==> src/rtl/hash_request_front.sv <==
// Request front end for the XOR-hash table: buffers key/value/opcode requests, hashes the key
// to a table index and issues one request per cycle, stalling on in-flight write/delete hazards.
module hash_request_front #(
  parameter int unsigned          INDEX_WIDTH   = 12,
  parameter int unsigned          VALUE_WIDTH   = 31,
  parameter int unsigned          KEY_WIDTH     = 32,
  parameter int unsigned          FIFO_DEPTH    = 8,
  parameter logic [KEY_WIDTH-1:0] HASH_MULT     = 32'h9E3779B1,
  parameter int unsigned          HAZARD_WINDOW = 6
) (
  input  logic                          clk,
  input  logic                          reset,
  input  logic                          req_valid,
  output logic                          req_ready,
  input  logic [1:0]                    req_opt,
  input  logic [KEY_WIDTH-1:0]          req_key,
  input  logic [VALUE_WIDTH-1:0]        req_value,
  output logic [INDEX_WIDTH-1:0]        index_out,
  output logic [KEY_WIDTH-1:0]          key_out,
  output logic [VALUE_WIDTH-1:0]        value_out,
  output logic [1:0]                    opt_out,
  output logic                          en_out,
  output logic                          hazard_stall,
  output logic [$clog2(FIFO_DEPTH):0]   fifo_count
);

  localparam int unsigned PtrW = $clog2(FIFO_DEPTH);
  localparam int unsigned CntW = PtrW + 1;

  typedef struct packed {
    logic [1:0]             opt;
    logic [VALUE_WIDTH-1:0] value;
    logic [KEY_WIDTH-1:0]   key;
  } req_t;

  // Request FIFO
  req_t            mem_q [FIFO_DEPTH];
  logic [PtrW-1:0] wr_ptr_q, wr_ptr_d;
  logic [PtrW-1:0] rd_ptr_q, rd_ptr_d;
  logic [CntW-1:0] count_q, count_d;
  logic            push, pop;
  req_t            head;

  // Ready comes from registered occupancy only, so a pop never re-opens a full FIFO.
  assign req_ready  = (count_q != CntW'(FIFO_DEPTH));
  assign push       = req_valid && req_ready;
  assign head       = mem_q[rd_ptr_q];
  assign fifo_count = count_q;

  always_ff @(posedge clk) begin
    if (push) begin
      mem_q[wr_ptr_q] <= {req_opt, req_value, req_key};
    end
  end

  always_comb begin
    wr_ptr_d = wr_ptr_q;
    rd_ptr_d = rd_ptr_q;
    count_d  = count_q;
    if (push) wr_ptr_d = wr_ptr_q + PtrW'(1);
    if (pop)  rd_ptr_d = rd_ptr_q + PtrW'(1);
    case ({push, pop})
      2'b10:   count_d = count_q + CntW'(1);
      2'b01:   count_d = count_q - CntW'(1);
      default: count_d = count_q;
    endcase
  end

  // Multiplicative hash: top INDEX_WIDTH bits of the truncated product
  logic [KEY_WIDTH-1:0]   hash_prod;
  logic [INDEX_WIDTH-1:0] head_index;

  assign hash_prod  = head.key * HASH_MULT;
  assign head_index = hash_prod[KEY_WIDTH-1 -: INDEX_WIDTH];

  // Hash stage register and hazard scoreboard
  logic                     h_valid_q, h_valid_d;
  req_t                     h_req_q, h_req_d;
  logic [INDEX_WIDTH-1:0]   h_index_q, h_index_d;
  logic [HAZARD_WINDOW-1:0] sb_valid_q, sb_valid_d;
  logic [INDEX_WIDTH-1:0]   sb_index_q [HAZARD_WINDOW];
  logic [INDEX_WIDTH-1:0]   sb_index_d [HAZARD_WINDOW];
  logic                     hit, issue, h_load;

  always_comb begin
    hit = 1'b0;
    for (int i = 0; i < HAZARD_WINDOW; i++) begin
      if (sb_valid_q[i] && (sb_index_q[i] == h_index_q)) hit = 1'b1;
    end
  end

  assign issue        = h_valid_q && !hit;
  assign h_load       = !h_valid_q || issue;
  assign pop          = h_load && (count_q != '0);
  assign hazard_stall = h_valid_q && hit;

  always_comb begin
    h_valid_d = h_valid_q;
    h_req_d   = h_req_q;
    h_index_d = h_index_q;
    if (h_load) begin
      h_valid_d = pop;
      if (pop) begin
        h_req_d   = head;
        h_index_d = head_index;
      end
    end
  end

  // Reads are not tracked: they never modify the table, so they cannot create a hazard.
  always_comb begin
    sb_valid_d    = sb_valid_q;
    sb_valid_d[0] = issue && (h_req_q.opt != 2'b00);
    sb_index_d[0] = h_index_q;
    for (int i = 1; i < HAZARD_WINDOW; i++) begin
      sb_valid_d[i] = sb_valid_q[i-1];
      sb_index_d[i] = sb_index_q[i-1];
    end
  end

  // Output bus registers
  logic                   en_q, en_d;
  logic [INDEX_WIDTH-1:0] out_index_q, out_index_d;
  logic [KEY_WIDTH-1:0]   out_key_q, out_key_d;
  logic [VALUE_WIDTH-1:0] out_value_q, out_value_d;
  logic [1:0]             out_opt_q, out_opt_d;

  always_comb begin
    en_d        = issue;
    out_index_d = out_index_q;
    out_key_d   = out_key_q;
    out_value_d = out_value_q;
    out_opt_d   = out_opt_q;
    if (issue) begin
      out_index_d = h_index_q;
      out_key_d   = h_req_q.key;
      out_value_d = h_req_q.value;
      out_opt_d   = h_req_q.opt;
    end
  end

  assign en_out    = en_q;
  assign index_out = out_index_q;
  assign key_out   = out_key_q;
  assign value_out = out_value_q;
  assign opt_out   = out_opt_q;

  always_ff @(posedge clk or negedge reset) begin
    if (!reset) begin
      wr_ptr_q    <= '0;
      rd_ptr_q    <= '0;
      count_q     <= '0;
      h_valid_q   <= 1'b0;
      h_req_q     <= '0;
      h_index_q   <= '0;
      sb_valid_q  <= '0;
      for (int i = 0; i < HAZARD_WINDOW; i++) sb_index_q[i] <= '0;
      en_q        <= 1'b0;
      out_index_q <= '0;
      out_key_q   <= '0;
      out_value_q <= '0;
      out_opt_q   <= '0;
    end else begin
      wr_ptr_q    <= wr_ptr_d;
      rd_ptr_q    <= rd_ptr_d;
      count_q     <= count_d;
      h_valid_q   <= h_valid_d;
      h_req_q     <= h_req_d;
      h_index_q   <= h_index_d;
      sb_valid_q  <= sb_valid_d;
      for (int i = 0; i < HAZARD_WINDOW; i++) sb_index_q[i] <= sb_index_d[i];
      en_q        <= en_d;
      out_index_q <= out_index_d;
      out_key_q   <= out_key_d;
      out_value_q <= out_value_d;
      out_opt_q   <= out_opt_d;
    end
  end

endmodule

==> config.mk <==
export PLATFORM = sky130hd
export DESIGN_NAME = hash_request_front
export DESIGN_NICKNAME = d
export VERILOG_FILES = /design/src/rtl/hash_request_front.sv
export SDC_FILE = /design/constraint.sdc
export NUM_CORES = 1
export LEC_CHECK = 0
export BUFFER_PORTS_ARGS = -buffer_cell sky130_fd_sc_hd__buf_2
export CAP_MARGIN = 25
export CORE_ASPECT_RATIO = 1.1
export CORE_UTILIZATION = 50
export DETAILED_ROUTE_END_ITERATION = 7
export GPL_ROUTABILITY_DRIVEN = 1
export GPL_TIMING_DRIVEN = 0
export PLACE_DENSITY = 0.73
export SETUP_SLACK_MARGIN = 0.05
export SLEW_MARGIN = 5
export SYNTH_ARGS = -nofsm -noshare
export SYNTH_HDL_FRONTEND = slang
export SYNTH_SLANG_ARGS = --single-unit
==> constraint.sdc <==
create_clock -name clk -period 10.9 [get_ports clk]
set_input_delay 1.635 -clock clk [delete_from_list [all_inputs] [get_ports clk]]
set_output_delay 1.635 -clock clk [all_outputs]
set_load 0.005 [all_outputs]
==> impl_results.md <==
* Crit Path Class: flip-flop to flip-flop
* # clock sinks at 764
* First-pass iteration count of the detailed router at 4
* Xor/xnor share of the synthesized area at 2.90%
* Worst Hold Class: flip-flop to flip-flop
* GR Overflow Total at 0
* Post-CTS setup buffer count at 0
* Final setup viols at 0
* Number of global-route vias before repair at 21,475
* Avg Vias per Cell at 5.49
* Register clock-pin slew on the reported worst setup and hold paths at 60 ps
* Wirelength per Cell at 23.2 um
* Hold-critical path depth at 0
* Final worst path period need at 9630 ps
* Warnings, synthesis at 0
* Area of the multi-input gates at 13,700 sq um
* Register area at 21,700 sq um
* CTS tree: yes
* Core ar. at 73,300 sq um
* RSZ-0062 raised after global routing: no
* Die Span Y at 287 um
* Met3 Resource Use GR at 4.06%
* I/O pins at 152
* Port bufs at 151
* Fin. max-slew vios at 0
* Final WL at 82.9 mm
* Reg-to-reg slack, setup at 1270 ps
* Ys flop type: edfxtp_1
* Busiest grt layer: met2
* Global routing usage on met1 at 29.5%
* Synthesized flop and latch total at 764
* Pin count of the biggest net entering global routing at 119
* CP max stage delay at 570 ps
* Layout fillers at 5,490
* Hold_ws at 366 ps
* Setup WS pre-CTS at 1230 ps
* All-Layer GR Usage at 23.0%
* Status: finished, final reports clean
* Fin. Hold Viols at 0
* Max-Cap Viols at 0
* Multiplexer share of the synthesized area at 12.4%
* Post-synthesis sequential area ratio at 58.7%
* GR Layer Usage met2 at 39.4%
* TritonCTS Buffers at 76
* EDFF count, synth at 520
* Synth Area in Adders at 17.4%
* Worst Slack Setup Final at 1270 ps
* Fin util at 57.8%
* CTS root buf: clkbuf_16
* Max Fclk at 0.104 GHz
* Worst Path Arrival at 10,190 ps
* Hold Path Origin: h_index_q[7]$_DFFE_PN0P_
* RePlAce Congestion at 0.903
* Syn Inst Count at 2,283
* Global-route wire length before repair at 127 mm
* Clk_skew at 48.9 ps
* Share of cells above drive strength 1 at 23.2%
* Cts-stage hold buffer count at 0
* H-tree levels at 3
* Crit path max fanout at 10
* Worst Tran Pin Value at 1070 ps
* Area grow syn2layout at 14.4%
* Startpoint Class: flip-flop
* Largest family of logic cells by synthesized area: adder cells
* Setup crit end kind: flip-flop
* Max Root-Sink Buffers at 3
* Antenna viol nets, final at 0
* Relative slew margins at 28.4%
* Syn nets at 2,744
* Syn Area/Cell at 16.2 sq um
* DRC violations left at 0
* Worst skew pair latency at 650 ps
* Crit path from: rd_ptr_q[1]$_DFFE_PN0P_
* Max stage delay cell, worst path: clkbuf_1
* Post-DP HPWL at 59.4 mm
* Cell count of the worst reg-to-reg path at 31
* CTS resizes at 0
* Vias at 19,609
* Period utilization at 88.3%
* Ys async rst share at 31.9%
* Rows at 104
* Nets at 3,009
* Die area at 75,100 sq um
* Mapped cell area at 37,000 sq um
* Initial drt markers at 1,405
* Starting Density at 50.5%
* Compound-Gate Fraction of Synth Area at 1.84%
* Simple-gate share of the synthesized area at 2.24%
* Setup TNS at 0 ps
* Die X at 261 um
* R2R Path Start: rd_ptr_q[1]$_DFFE_PN0P_
* Cell variety after synth at 54
* CP Data Required Time at 11,460 ps
* Initial antenna violation count at 15
-- through the flow --
stage | cell area [sq um] | cells
final | 42300 | 3569
after global routing | 42300 | 3569
after CTS | 42300 | 3565
after detailed placement | 39700 | 3424
after global placement | 39000 | 3388
after floorplan | 37000 | 2283
-- final cells by class --
class	instances	area share (%)
Multi-Input combinational cell	1094	32.3
Buffer	76	0.839
Timing Repair Buffer	187	3.35
Clock inverter	41	1.29
Antenna cell	4	0.0236
Inverter	349	3.09
Tap cell	954	2.82
Sequential cell	764	51.3
Clock buffer	100	4.98
-- critical path, delay by kind of cell (launching register included) --
family          cells  cell delay [ps]
compound gates      7             1710
simple gates        1              380
mux                 2              710
buf+inv            12             2180
fa+ha+maj           9             4170
flops               1              370
-- cells in the mapped netlist, types with 3 or more instances --
| master | count | area share [%] |
|---|---|---|
| o21ai_0 | 29 | 0.39 |
| buf_6 | 3 | 0.091 |
| nand3_1 | 11 | 0.15 |
| nor3_1 | 8 | 0.11 |
| fa_1 | 204 | 11 |
| dfrtp_1 | 244 | 16 |
| o31ai_1 | 4 | 0.081 |
| a21oi_1 | 55 | 0.74 |
| mux2i_4 | 3 | 0.18 |
| xnor2_1 | 104 | 2.5 |
| nand2b_1 | 4 | 0.068 |
| and3_1 | 5 | 0.085 |
| inv_1 | 348 | 3.5 |
| nand4_1 | 17 | 0.29 |
| a21o_1 | 4 | 0.081 |
| buf_2 | 38 | 0.51 |
| mux4_2 | 128 | 7.8 |
| o21bai_1 | 3 | 0.061 |
| edfxtp_1 | 520 | 42 |
| clkbuf_1 | 31 | 0.31 |
| mux2_2 | 111 | 3.4 |
| or2_2 | 3 | 0.051 |
| nor4_1 | 9 | 0.15 |
| nand2_1 | 49 | 0.50 |
| xor2_1 | 14 | 0.33 |
| ha_1 | 189 | 6.4 |
| nor2_1 | 72 | 0.73 |
| buf_1 | 4 | 0.041 |
| mux2i_1 | 38 | 1.0 |
-- flip-flops by register name, summed over array words and instances (netlist names), 2 cells and up --
register / count
sb_valid_q: 6
key_out: 32
wr_ptr_q: 3
mem_q: 520
sb_index_q: 12
opt_out: 2
rd_ptr_q: 3
fifo_count: 4
h_index_q: 12
value_out: 31
sb_index_d: 60
h_req_q: 65
index_out: 12
-- path summary, 6_finish.rpt --
check | end
max | h_index_q[11]$_DFFE_PN0P_
min | sb_index_d[55]$_DFF_PN0_
max reg2reg | h_index_q[11]$_DFFE_PN0P_
min reg2reg | sb_index_d[55]$_DFF_PN0_
max in group asynchronous | value_out[16]$_DFFE_PN0P_
min in group asynchronous | sb_index_q[8]$_DFF_PN0_
-- cells in the final DEF, fill, tap and decap left out, types with 7 or more instances in the layout --
master     instances
edfxtp_1         520
inv_1            348
dfrtp_1          244
fa_1             204
ha_1             189
buf_2            188
mux4_2           128
mux2_2           111
xnor2_1          104
clkbuf_16         78
nor2_1            66
a21oi_1           55
nand2_1           49
clkbuf_1          45
mux2i_1           38
o21ai_0           29
nand4_1           17
xor2_1            14
clkinv_2          14
buf_16            13
buf_6             12
nand3_1           11
nor4_1             9
clkinv_1           7
clkbuf_8           7
bufinv_16          7
-- cell families after synthesis --
family / count (synthesis)
simple gates: 184
xor+xnor: 120
fa+ha+maj: 393
mux: 281
compound gates: 116
flops: 764
buf+inv: 425
-- routing by layer --
metal	routed length, um	vias to the layer above
met5	94	-
met4	2030	16
met3	4440	144
met2	42900	555
li1	-	8583
met1	33400	10311
Power is not shown: default switching activity piles up to over one toggle a cycle in this logic, so the estimate is an artifact.
